[src/rtl/lcd1602_pkg.sv]
// Shared LCD1602 command codes, arbiter state encoding and byte-selection helpers.
// Pure declarations: no latency, no flow control.
package lcd1602_pkg;

  localparam logic [7:0] DISP_SET    = 8'h38;
  localparam logic [7:0] DISP_OFF    = 8'h08;
  localparam logic [7:0] CLR_SCR     = 8'h01;
  localparam logic [7:0] CURSOR_SET1 = 8'h06;
  localparam logic [7:0] CURSOR_SET2 = 8'h0C;
  localparam logic [7:0] ROW1_ADDR   = 8'h80;
  localparam logic [7:0] ROW2_ADDR   = 8'hC0;

  localparam int INIT_LEN = 5;

  typedef enum logic [2:0] {
    S_PWR,
    S_INIT,
    S_IDLE,
    S_ADDR,
    S_DATA,
    S_DONE
  } state_t;

  function automatic logic [7:0] init_cmd(input logic [2:0] idx);
    case (idx)
      3'd0:    return DISP_SET;
      3'd1:    return DISP_OFF;
      3'd2:    return CLR_SCR;
      3'd3:    return CURSOR_SET1;
      default: return CURSOR_SET2;
    endcase
  endfunction

  // Column 0 lives in the top byte, so byte idx sits at slot 15-idx.
  function automatic logic [7:0] line_byte(input logic [127:0] line, input logic [3:0] idx);
    return line[{~idx, 3'b000} +: 8];
  endfunction

endpackage

[src/rtl/lcd1602_byte_wr.sv]
// One LCD1602 bus write: RS/D held for FCLK clocks, EN high for the first FHALF of them.
// Latency FCLK+1 from start to done; start while busy is ignored (no queueing).
module lcd1602_byte_wr #(
  parameter int FCLK  = 100000,
  parameter int FHALF = 50000
) (
  input  logic       CLOCK,
  input  logic       RST_n,
  input  logic       start,
  input  logic       rs,
  input  logic [7:0] data,
  output logic       busy,
  output logic       done,
  output logic       lcd_rs,
  output logic       lcd_en,
  output logic [7:0] lcd_d
);

  localparam int CW = (FCLK > 1) ? $clog2(FCLK) : 1;

  logic [CW-1:0] cnt;

  always_ff @(posedge CLOCK or negedge RST_n) begin
    if (!RST_n) begin
      busy   <= 1'b0;
      done   <= 1'b0;
      cnt    <= '0;
      lcd_rs <= 1'b0;
      lcd_d  <= 8'h00;
    end else begin
      done <= 1'b0;
      if (busy) begin
        if (cnt == CW'(FCLK - 1)) begin
          busy <= 1'b0;
          done <= 1'b1;
          cnt  <= '0;
        end else begin
          cnt <= cnt + CW'(1);
        end
      end else if (start) begin
        busy   <= 1'b1;
        cnt    <= '0;
        lcd_rs <= rs;
        lcd_d  <= data;
      end
    end
  end

  assign lcd_en = busy && (cnt < CW'(FHALF));

endmodule

[src/rtl/lcd1602_write_arbiter.sv]
// LCD1602 bus owner: power-up wait + init, then round-robin line writes (address + 16 bytes) for two clients.
// Grant-to-done 17*(FCLK+1)+1 clocks; requests are level-held by clients and only sampled while oReady.
module lcd1602_write_arbiter
  import lcd1602_pkg::*;
#(
  parameter int DELAY_TIME = 1000000,
  parameter int FCLK       = 100000,
  parameter int FHALF      = 50000
) (
  input  logic         CLOCK,
  input  logic         RST_n,
  input  logic [1:0]   iReq,
  input  logic [1:0]   iRow,
  input  logic [127:0] iLine0,
  input  logic [127:0] iLine1,
  output logic [1:0]   oGrant,
  output logic [1:0]   oDone,
  output logic         oReady,
  output logic         LCD1602_RS,
  output logic         LCD1602_RW,
  output logic         LCD1602_EN,
  output logic [7:0]   LCD1602_D
);

  localparam int PW = (DELAY_TIME > 1) ? $clog2(DELAY_TIME) : 1;

  state_t         state, state_nxt;
  logic [PW-1:0]  pwr_cnt, pwr_nxt;
  logic [2:0]     init_idx, init_nxt;
  logic [3:0]     byte_idx, byte_nxt;

  logic           last, cur, row_q, pick, take;
  logic [127:0]   line_q;

  logic           wr_start, wr_rs, wr_busy, wr_done;
  logic [7:0]     wr_data;

  lcd1602_byte_wr #(
    .FCLK  (FCLK),
    .FHALF (FHALF)
  ) u_byte_wr (
    .CLOCK  (CLOCK),
    .RST_n  (RST_n),
    .start  (wr_start),
    .rs     (wr_rs),
    .data   (wr_data),
    .busy   (wr_busy),
    .done   (wr_done),
    .lcd_rs (LCD1602_RS),
    .lcd_en (LCD1602_EN),
    .lcd_d  (LCD1602_D)
  );

  // On a tie the client that was not served last wins.
  assign pick = (iReq == 2'b11) ? ~last : iReq[1];

  always_ff @(posedge CLOCK or negedge RST_n) begin
    if (!RST_n) begin
      state    <= S_PWR;
      pwr_cnt  <= '0;
      init_idx <= '0;
      byte_idx <= '0;
    end else begin
      state    <= state_nxt;
      pwr_cnt  <= pwr_nxt;
      init_idx <= init_nxt;
      byte_idx <= byte_nxt;
    end
  end

  always_ff @(posedge CLOCK or negedge RST_n) begin
    if (!RST_n) begin
      last   <= 1'b1;
      cur    <= 1'b0;
      row_q  <= 1'b0;
      line_q <= '0;
    end else if (take) begin
      last   <= pick;
      cur    <= pick;
      row_q  <= iRow[pick];
      line_q <= pick ? iLine1 : iLine0;
    end
  end

  // Each state starts its first write when the engine is idle and chains the next one on done.
  always_comb begin
    state_nxt = state;
    pwr_nxt   = pwr_cnt;
    init_nxt  = init_idx;
    byte_nxt  = byte_idx;
    wr_start  = 1'b0;
    wr_rs     = 1'b0;
    wr_data   = 8'h00;
    take      = 1'b0;
    case (state)
      S_PWR: begin
        if (pwr_cnt == PW'(DELAY_TIME - 1)) begin
          pwr_nxt   = '0;
          state_nxt = S_INIT;
        end else begin
          pwr_nxt = pwr_cnt + PW'(1);
        end
      end
      S_INIT: begin
        if (wr_done) begin
          if (init_idx == 3'(INIT_LEN - 1)) begin
            init_nxt  = '0;
            state_nxt = S_IDLE;
          end else begin
            init_nxt = init_idx + 3'd1;
            wr_start = 1'b1;
            wr_data  = init_cmd(init_idx + 3'd1);
          end
        end else if (!wr_busy) begin
          wr_start = 1'b1;
          wr_data  = init_cmd(init_idx);
        end
      end
      S_IDLE: begin
        if (|iReq) begin
          take      = 1'b1;
          state_nxt = S_ADDR;
        end
      end
      S_ADDR: begin
        if (wr_done) begin
          byte_nxt  = '0;
          state_nxt = S_DATA;
          wr_start  = 1'b1;
          wr_rs     = 1'b1;
          wr_data   = line_byte(line_q, 4'd0);
        end else if (!wr_busy) begin
          wr_start = 1'b1;
          wr_data  = row_q ? ROW2_ADDR : ROW1_ADDR;
        end
      end
      S_DATA: begin
        if (wr_done) begin
          if (byte_idx == 4'd15) begin
            byte_nxt  = '0;
            state_nxt = S_DONE;
          end else begin
            byte_nxt = byte_idx + 4'd1;
            wr_start = 1'b1;
            wr_rs    = 1'b1;
            wr_data  = line_byte(line_q, byte_idx + 4'd1);
          end
        end
      end
      S_DONE:  state_nxt = S_IDLE;
      default: state_nxt = S_PWR;
    endcase
  end

  assign oReady     = (state == S_IDLE);
  assign oGrant     = ((state == S_ADDR) || (state == S_DATA)) ? (cur ? 2'b10 : 2'b01) : 2'b00;
  assign oDone      = (state == S_DONE) ? (cur ? 2'b10 : 2'b01) : 2'b00;
  assign LCD1602_RW = 1'b0;

endmodule

[config.mk]
export PLATFORM = sky130hd
export DESIGN_NAME = lcd1602_write_arbiter
export DESIGN_NICKNAME = d
export VERILOG_FILES = /design/src/rtl/lcd1602_pkg.sv /design/src/rtl/lcd1602_byte_wr.sv /design/src/rtl/lcd1602_write_arbiter.sv
export SDC_FILE = /design/constraint.sdc
export NUM_CORES = 1
export LEC_CHECK = 0
export BUFFER_PORTS_ARGS = -buffer_cell sky130_fd_sc_hd__buf_2
export CAP_MARGIN = 20
export CORE_ASPECT_RATIO = 1.5
export CORE_UTILIZATION = 37
export CTS_CLUSTER_SIZE = 14
export DETAILED_ROUTE_END_ITERATION = 7
export PLACE_DENSITY = 0.65
export SYNTH_ARGS = -nofsm -noshare
export SYNTH_HDL_FRONTEND = slang
export SYNTH_SLANG_ARGS = --single-unit
[constraint.sdc]
create_clock -name CLOCK -period 3.1 [get_ports CLOCK]
set_clock_uncertainty 0.2 [all_clocks]
set_input_delay 0.31 -clock CLOCK [delete_from_list [all_inputs] [get_ports CLOCK]]
set_output_delay 0.31 -clock CLOCK [all_outputs]
set_load 0.02 [all_outputs]
* Word level (Yosys, flattened, before mapping)
Index checks and enable logic that the tools add are counted.
** Word-level totals
- Register bits after elaboration :: 189
- Input bits :: 262
- Output and inout bits :: 16
- Logic and storage cells :: 107
** Cells by class
- Add/sub/neg operators :: 4
- $lt $le $gt $ge :: 2
- Equality and inequality tests :: 23
- Shift operators :: 1
- Multiplexer cells :: 49
- Bitwise gates (word level) :: 3
- Reductions and logical operators :: 12
** Operator list (number)
- 128-bit 2-to-1 mux :: 1
- 128-bit by 8-bit indexed part select with 8-bit output :: 1
- 17-bit 2-to-1 mux :: 3
- 6-bit case mux with 4 select lines :: 2
- 8-bit 2-to-1 mux :: 4
- 3-bit 2-to-1 mux :: 8
- 8-bit case mux with 3 select lines :: 1
- 20-bit by 1-bit adder with 20-bit output, second input constant :: 1
- 20-bit == test, second input constant :: 1
- 20-bit 2-to-1 mux :: 1
- 3-bit by 2-bit == test with 1-bit output, second input constant :: 6
- 3-bit case mux with 6 select lines :: 1
- 17-bit by 1-bit adder with 17-bit output, second input constant :: 1
- 17-bit == test, second input constant :: 1
- 17-bit by 16-bit < comparator with 1-bit output, second input constant :: 1
- 1-bit 2-to-1 mux :: 17
- 4-bit 2-to-1 mux :: 3
- 3-bit by 1-bit == test with 1-bit output, second input constant :: 3
- 3-bit == test, second input constant :: 3
- 3-bit zero test :: 3
- 2-bit by 1-bit != test with 1-bit output, second input constant :: 4
- 4-bit case mux with 2 select lines :: 1
- 7-bit 2-to-1 mux :: 1
- 7-bit AND reduction :: 1
- 18 further kinds :: 25

* Longest topological paths before layout
Gate-level depths: netlist of the first run.
- Depth in word-level cells :: 6
- Depth in mapped cells :: 9
- Depth with buffers taken out :: 7

* Modules after synthesis
Synthesis of the first run repeated with hierarchy kept, for this count alone.
** Second synthesis, totals
- Cells, all modules :: 1064
- Area total of the unflattened synthesis :: 10460.0 um^2
** By module, submodules not included
- lcd1602_write_arbiter :: instances 1, cells each 921, area each 8982.4 um^2, sequential area each 4030.1 um^2
- lcd1602_byte_wr :: instances 1, cells each 143, area each 1477.7 um^2, sequential area each 700.7 um^2

* Least setup slack after synthesis of the first run
OpenSTA, ideal clock, no wires.
- Path type :: register to register
- Start :: register byte_idx[0]
- End :: register u_byte_wr.lcd_d[5]
- Setup time :: 0.134 ns
- Data arrival time :: 2.037 ns
- Data required time :: 2.766 ns
- Path slack :: 0.729 ns
- Cell stages (with the launch flop) :: 8
- Path buffers :: 2
- Clock period less this slack :: 2.371 ns
- Cells stage by stage :: dfrtp_1 ha_1 buf_2 clkbuf_1 mux4_1 mux2_2 a221oi_1 a31oi_1
** On the way
- Longest elaborated chain between the ends :: 6
- Elaborated cells between the ends (all ways) :: 11
- Classes of those cells :: 1 x add/sub; 1 x eq/ne; 1 x shift; 6 x mux; 1 x bitwise; 1 x reduce/logical
** RTL lines
- start: declaration :: line lcd1602_write_arbiter.sv:30 : logic [3:0] byte_idx, byte_nxt;
- start signal: assignment :: line lcd1602_write_arbiter.sv:67 : byte_idx <= byte_nxt;
- 4-bit by 1-bit adder with 4-bit output :: line lcd1602_write_arbiter.sv:146 : wr_data = line_byte(line_q, byte_idx + 4'd1);
- 4-bit inverter :: line lcd1602_pkg.sv:36 : return line[{~idx, 3'b000} +: 8];
- 128-bit by 8-bit indexed part select with 8-bit output :: line lcd1602_pkg.sv:36
- 8-bit 2-to-1 mux :: line lcd1602_write_arbiter.sv:139 : if (byte_idx == 4'd15) begin
- 8-bit 2-to-1 mux :: line lcd1602_write_arbiter.sv:138 : if (wr_done) begin
- 8-bit case mux with 3 select lines :: line lcd1602_write_arbiter.sv:95 : case (state)
- end signal: assignment :: line lcd1602_byte_wr.sv:44 : lcd_d <= data;
- end: declaration :: line lcd1602_byte_wr.sv:16 : output logic [7:0] lcd_d
Parallel ways exist; a longest one is shown, timed or not.
A chain may end at the register's enable or synchronous reset.

* Worst setup path after layout of the first run
- Start :: register state[2]
- End :: output port oGrant[1]
** On the way
- Longest elaborated chain between the ends :: 3
- Elaborated cells between the ends (all ways) :: 4
- Classes of those cells :: 2 x eq/ne; 1 x mux; 1 x reduce/logical
** RTL lines
- start: declaration :: line lcd1602_write_arbiter.sv:27 : state_t state, state_nxt;
- start signal: assignment :: line lcd1602_write_arbiter.sv:64 : state <= state_nxt;
- 3-bit by 2-bit == test with 1-bit output / 3-bit == test (equally long branches) :: line lcd1602_write_arbiter.sv:156 : assign oGrant = ((state == S_ADDR) || (state == S_DATA)) ? (cur ? 2'b10 : 2'b01) : 2'b00;
- 1-bit logical OR * :: line lcd1602_write_arbiter.sv:156
- 2-bit 2-to-1 mux * :: line lcd1602_write_arbiter.sv:156
- end: declaration :: line lcd1602_write_arbiter.sv:16 : output logic [1:0] oGrant,
Every way passes the cells marked *; elsewhere a longest branch is shown, timed or not.

==> flow_summary.ini, run 1 <==
[routing]
drcViolationCount = 0
num_vias = 9107
first_pass_iters = 7
ant_nets = 0
viasPerCell = 5.189
wirelength_um = 30290
first_iter_violations = 455
wl_per_cell_um = 17.26

[min_path]
worstHoldPathType = input port to register
hold_start = iLine0[82]
hold_depth = 3
hold_path_end = line_q[82]

[power]
peakVddDrop_v = 0.0003336
leakagePower_nw = 6.277
p_total_mw = 8.049
powerDensity_mw_per_mm2 = 567.3

[layout]
fin_area_mm2 = 0.01419
areaGrowthSynthToFinish_pct = 36.38
drive_above_1_share_pct = 26.89
fillers = 2453
antenna_cells = 0
final_nets = 1674

[timing]
max_slew_margin_pct = 49.32
post-route-period-util_pct = 81.87
tns_ns = 0
worst_pin_slew_ns = 0.7544
grt_setup_unrepaired = no
finalSetupViolCount = 0
fin_crit_ns = 2.538
hold_viol = 0
max_freq_mhz = 394.0
report.final.slew_viol_count = 0

[die]
core_mm2 = 0.02741
num_rows = 74
pin_count = 278
initial_utilization_pct = 37.97
dieArea_mm2 = 0.02881
die_h_um = 207.4
die_w_um = 138.9

[clock_tree]
clockBufferDepth = 2
root_buffer = clkbuf_16
cts_setup_buffers = 0
cts_tree = done
cts_buffers = 17
postCtsHoldBufs = 149
clk_pin_slew_ns = 0.06
cts_max_level = 4
cts_sinks = 189
insertion_delay_ns = 0.43
cts_resized = 0

[yosys]
netlist_area_mm2 = 0.01040
yosys_warnings = 0
syn_nets = 1282
synth_edf_count = 0
async_flop_share_pct = 100.0
synthCells = 1009
synth_area_leaders = dfrtp_1 (45%), mux2i_1 (14%), a21oi_1 (7.6%), nor2_1 (5.8%), mux4_2 (4.8%)
seq_area_frac_synth_pct = 45.47
synth_top_area_share_pct = 45.21
post_synth_most_frequent_cells = dfrtp_1 (188), nor2_1 (161), a21oi_1 (159), mux2i_1 (142), buf_2 (47)
syn_avg_cell_area_um2 = 10.31
synth.most_common_cell = dfrtp_1
synth_flop_cell = dfrtp_1
ys_ff_latch = 189
synth_cell_types = 65
yosysTopAreaCell = dfrtp_1

[setup_path]
reg2reg_depth = 8
worstSetupEndpointType = output pin
worstSetupPathType = register to output pin
cpMaxStageDelayCell = dfrtp_1
r2r-end = u_byte_wr.cnt[4]
cp.arrival_ns = 2.03
cp_cell_sequence = or3b_2, nand2_1, and2_1, buf_2
reg2reg_from = init_idx[0]
critical_path_required_ns = 2.59
crit_path_start_kind = register
cp_slowest_stage_delay_ns = 0.58
r2r_slack_ns = 0.58
cp_max_fo = 15

[job]
cap_violations = 0

[run_status]
status = finished, final reports clean

[place]
place.detailed.hpwl_um = 21840
io_buffers = 276
gp_congestion = 0.8676
placed_area_mm2 = 0.01211

[global_routing]
grt_overflow_total = 0
grt_max_degree = 92
grt_pass1_wl_um = 49220
grt_usage_pct = 22.00
antenna_found_initial = 0
first_global_vias = 9433
-- per-stage QoR --
step           cells  worst slack (ns)  hold WS, ns  util [%]
6_report        1755            0.5621     0.003935     51.78
5_1_grt         1755            0.2997      0.01200     51.78
4_1_cts         1755            0.5439    0.0002853     51.78
3_5_place_dp    1575            0.5638       0.1155     44.17
3_3_place_gp    1575            0.6095       0.1123     44.17
2_1_floorplan   1009            0.7290      -0.1856         -
-- per-layer routing --
layer / track usage [%] / share of wire, %
met1: 24.34 / 38
met2: 40.46 / 54
met3: 3.437 / 3.9
met4: 11.26 / 4.3
met5: 0 / 0
-- registers in the layout, summed over array words and instances (netlist names), 3 cells and up --
name and count:
state 3, u_byte_wr.cnt 17, byte_idx 4, u_byte_wr.lcd_d 8
line_q 128, pwr_cnt 20, init_idx 3
-- final cells by class --
cell class / instances / area [um^2] / area share (%)
timing repair buffer: 446 / 3114 / 21.95
multi-input combinational: 730 / 5260 / 37.07
clock buffer: 22 / 454.2 / 3.201
sequential: 189 / 4732 / 33.35
inverter: 17 / 63.81 / 0.4497
tap: 342 / 427.9 / 3.016
clock inverter: 9 / 137.6 / 0.9699
-- cell usage in the layout, fill, tap and decap left out, types with 10 or more instances in the layout --
cell type      synthesis  layout
a21oi_1              159     159
and3_1                10      10
buf_2                 47     275
buf_4                  4      15
clkbuf_16              0      17
dfrtp_1              188     187
dlygate4sd3_1          0     149
ha_1                  11      10
inv_1                 17      17
mux2_2                18      18
mux2i_1              142     142
mux4_1                10      10
mux4_2                22      22
nand2_1               39      39
nand3_1               19      19
nand4_1               15      15
nor2_1               161     161
o21ai_0               21      21
-- kinds of logic (layout without fill, tap and decap cells) --
logic type | after synthesis | count (layout) | share of synthesized area, %
muxes | 192 | 192 | 22.90
and+or+nand+nor | 288 | 288 | 12.82
other | 1 | 1 | 0.03604
adders and majority gates | 11 | 11 | 1.323
DFF | 189 | 189 | 45.47
buffers and inverters | 90 | 494 | 4.185
xor gates and xnor gates | 11 | 11 | 0.9981
AOI/OAI and AO/OA | 227 | 227 | 12.28
-- how the worst max path moves through the flow --
| stage | from | slack [ns] | to | cells past startpoint |
|---|---|---|---|---|
| 2_1_floorplan | byte_idx[0] | 0.73 | u_byte_wr.lcd_d[5] | 7 |
| 5_1_grt | init_idx[0] | 0.30 | u_byte_wr.cnt[4] | 8 |
| 6_report | state[2] | 0.56 | oGrant[1] | 4 |
| 3_3_place_gp | byte_idx[0] | 0.61 | u_byte_wr.lcd_d[5] | 5 |
| 3_5_place_dp | byte_idx[0] | 0.56 | u_byte_wr.lcd_d[5] | 5 |
| 4_1_cts | init_idx[0] | 0.54 | u_byte_wr.cnt[4] | 8 |
-- worst max-delay path: cells and delay by family, from the launching register on --
| kind | cells | cell delay, ns |
|---|---|---|
| AND/OR/NAND/NOR | 3 | 0.84 |
| flip-flops | 1 | 0.58 |
| buffers and inverters | 1 | 0.17 |
-- report_power, final --
| part | switching [mW] | total (mW) | internal, mW |
|---|---|---|---|
| clock network | 0.941 | 2.23 | 1.29 |
| registers | 0.518 | 3.64 | 3.13 |
| logic | 1.02 | 2.17 | 1.15 |
(Power assumes the default switching activity.)
==> run 2, diff against run 1 <==
==> constraint.sdc (replaced) <==
create_clock -name CLOCK -period 2.6 [get_ports CLOCK]
set_clock_uncertainty 0.2 [all_clocks]
set_input_delay 0.26 -clock CLOCK [delete_from_list [all_inputs] [get_ports CLOCK]]
set_output_delay 0.26 -clock CLOCK [all_outputs]
set_load 0.02 [all_outputs]
==> run 2 against run 1 <==
Compared with the run above:
- the run now ends with DRC, hold timing left
- sequential share of layout area down 2.8 points
- non-clock buffer count up 121
- power up 26%
- via count up 8.5%
- flip-flop and latch count unchanged
- utilization up 4.7 points
- critical path depth unchanged
- die area unchanged
- cell area up 9.1%
- sequential power up 18%
- critical endpoint is now oGrant[0]
- largest cell class unchanged
==> flow_summary.ini, run 2 (synthesized netlist as in run 1, its figures left out) <==
[timing]
hold_viol = 1
max_freq_mhz = 395.3
max_slew_margin_pct = 45.05
finalHoldWorstSlack_ns = -0.001459
tns_ns = 0
grt_setup_unrepaired = no
worst_pin_slew_ns = 0.8226
finalSetupViolCount = 0
fin_crit_ns = 2.530
report.final.slew_viol_count = 0
post-route-period-util_pct = 97.31

[routing]
first_pass_iters = 8
drcViolationCount = 5
num_vias = 9879
wirelength_um = 33660
ant_nets = 0
first_iter_violations = 589
viasPerCell = 5.260
wl_per_cell_um = 17.92

[die]
dieArea_mm2 = 0.02881
initial_utilization_pct = 37.97
pin_count = 278
die_w_um = 138.9
die_h_um = 207.4
core_mm2 = 0.02741
num_rows = 74

[place]
place.detailed.hpwl_um = 22000
dp.cells = 1600
gp_congestion = 0.8593
io_buffers = 276

[global_routing]
grt_usage_pct = 23.98
antenna_found_initial = 1
grt_pass1_wl_um = 54120
grt_max_degree = 95
grt_overflow_total = 0
first_global_vias = 10580

[setup_path]
worstSetupPathType = register to output pin
cp_max_fo = 9
worstSetupEndpointType = output pin
crit_path_start_kind = register
critical_path_required_ns = 2.14
cp.arrival_ns = 2.07
crit_path_start = state[1]
reg2reg_from = last

[layout]
drive_above_1_share_pct = 26.64
fin_cells = 1878
final_common_cell = buf_2
largest_register_ffs = 128
final_cell_mix = buf_2 (275), dlygate4sd3_1 (245), dfrtp_1 (187)
final_nets = 1795
top_register = line_q
largest_registers = line_q: 128 flops, pwr_cnt: 20 flops, u_byte_wr.cnt: 17 flops
areaGrowthSynthToFinish_pct = 48.76

[run_status]
violations = DRC, hold timing
status = complete, but fails checks

[clock_tree]
clockBufferDepth = 2
cts_tree = done
cts_sinks = 189
cts_buffers = 17
insertion_delay_ns = 0.44
cts_resized = 0
root_buffer = clkbuf_16
cts_max_level = 4
clk_pin_slew_ns = 0.07

[power]
leakagePower_nw = 6.869
peakVddDrop_v = 0.0004608
powerDensity_mw_per_mm2 = 653.7

[min_path]
hold_start = iLine1[86]
worstHoldPathType = input port to register

[job]
cap_violations = 0
==> run 2: cell count changes in the layout (fill, tap and decap cells not counted), sizes merged <==
| cell | previous run | this run |
|---|---|---|
| clkbuf | 23 | 20 |
| buf | 296 | 321 |
| bufinv | 3 | 5 |
| inv | 18 | 19 |
| diode | 0 | 1 |
| clkinvlp | 4 | 1 |
| dlygate4sd3 | 149 | 245 |
| clkinv | 1 | 5 |
==> run 2: metal layers <==
| metal | vias to the layer above | global-route usage (%) | wire [um] |
|---|---|---|---|
| met1 | 4774 | 26.89 | 13000 |
| li1 | 4675 | - | - |
| met5 | - | 0 | 0 |
| met3 | 86 | 3.899 | 1413 |
| met2 | 344 | 43.66 | 17830 |
| met4 | 0 | 11.99 | 1415 |
==> run 2: timing repair <==
action / in CTS / in global routing
hold buffers: 245 / 0
hold endpoints to repair: 193 / 0
buffers inserted: 0 / 0
==> run 2: path summary, 6_finish.rpt <==
kind                                     to  slack, ns  depth (start not counted)
max in group asynchronous         line_q[4]       1.20                          3
min                              line_q[86]     -0.001                          3
max                               oGrant[0]       0.07                          4
max reg2reg                      line_q[24]       0.17                          6
min in group asynchronous        line_q[79]       0.22                          2
min reg2reg                u_byte_wr.cnt[9]       0.30                          1
==> run 2: critical path: stages (launching register included) <==
cell	delay, ns
dfrtp_1	0.42
buf_4	0.18
or3b_2	0.54
a21oi_1	0.27
buf_2	0.22
==> run 2: stage by stage <==
stage                     hold slack [ns]  worst slack [ns]  util [%]  instance area, um^2  power (mW)
final                           -0.001459           0.07003     56.48                15480       10.12
after global routing             0.007934          0.004262     56.48                15480       10.61
after CTS                       0.0009890           0.08661     56.47                15480       10.10
after detailed placement           0.1481            0.1791     45.13                12370       6.731
after global placement             0.1378            0.1948     45.13                12370       6.653
after floorplan                   -0.2356            0.2290         -                10410       5.700
==> run 2: power breakdown <==
group,internal [mW],total [mW],switching (mW)
sequential,3.72,4.28,0.560
combinational,1.56,2.92,1.35
clock,1.74,2.92,1.18
total,7.03,10.1,3.09
==> run 2: final cells by class <==
class | instances | area, um^2
inverters | 17 | 63.81
fillers | 2276 | 11930
multi-input cells | 730 | 5260
well taps | 342 | 427.9
diodes | 1 | 2.502
clock inverters | 13 | 211.5
repair buffers | 567 | 4338
flip-flops and latches | 189 | 4732
clock buffers | 19 | 442.9
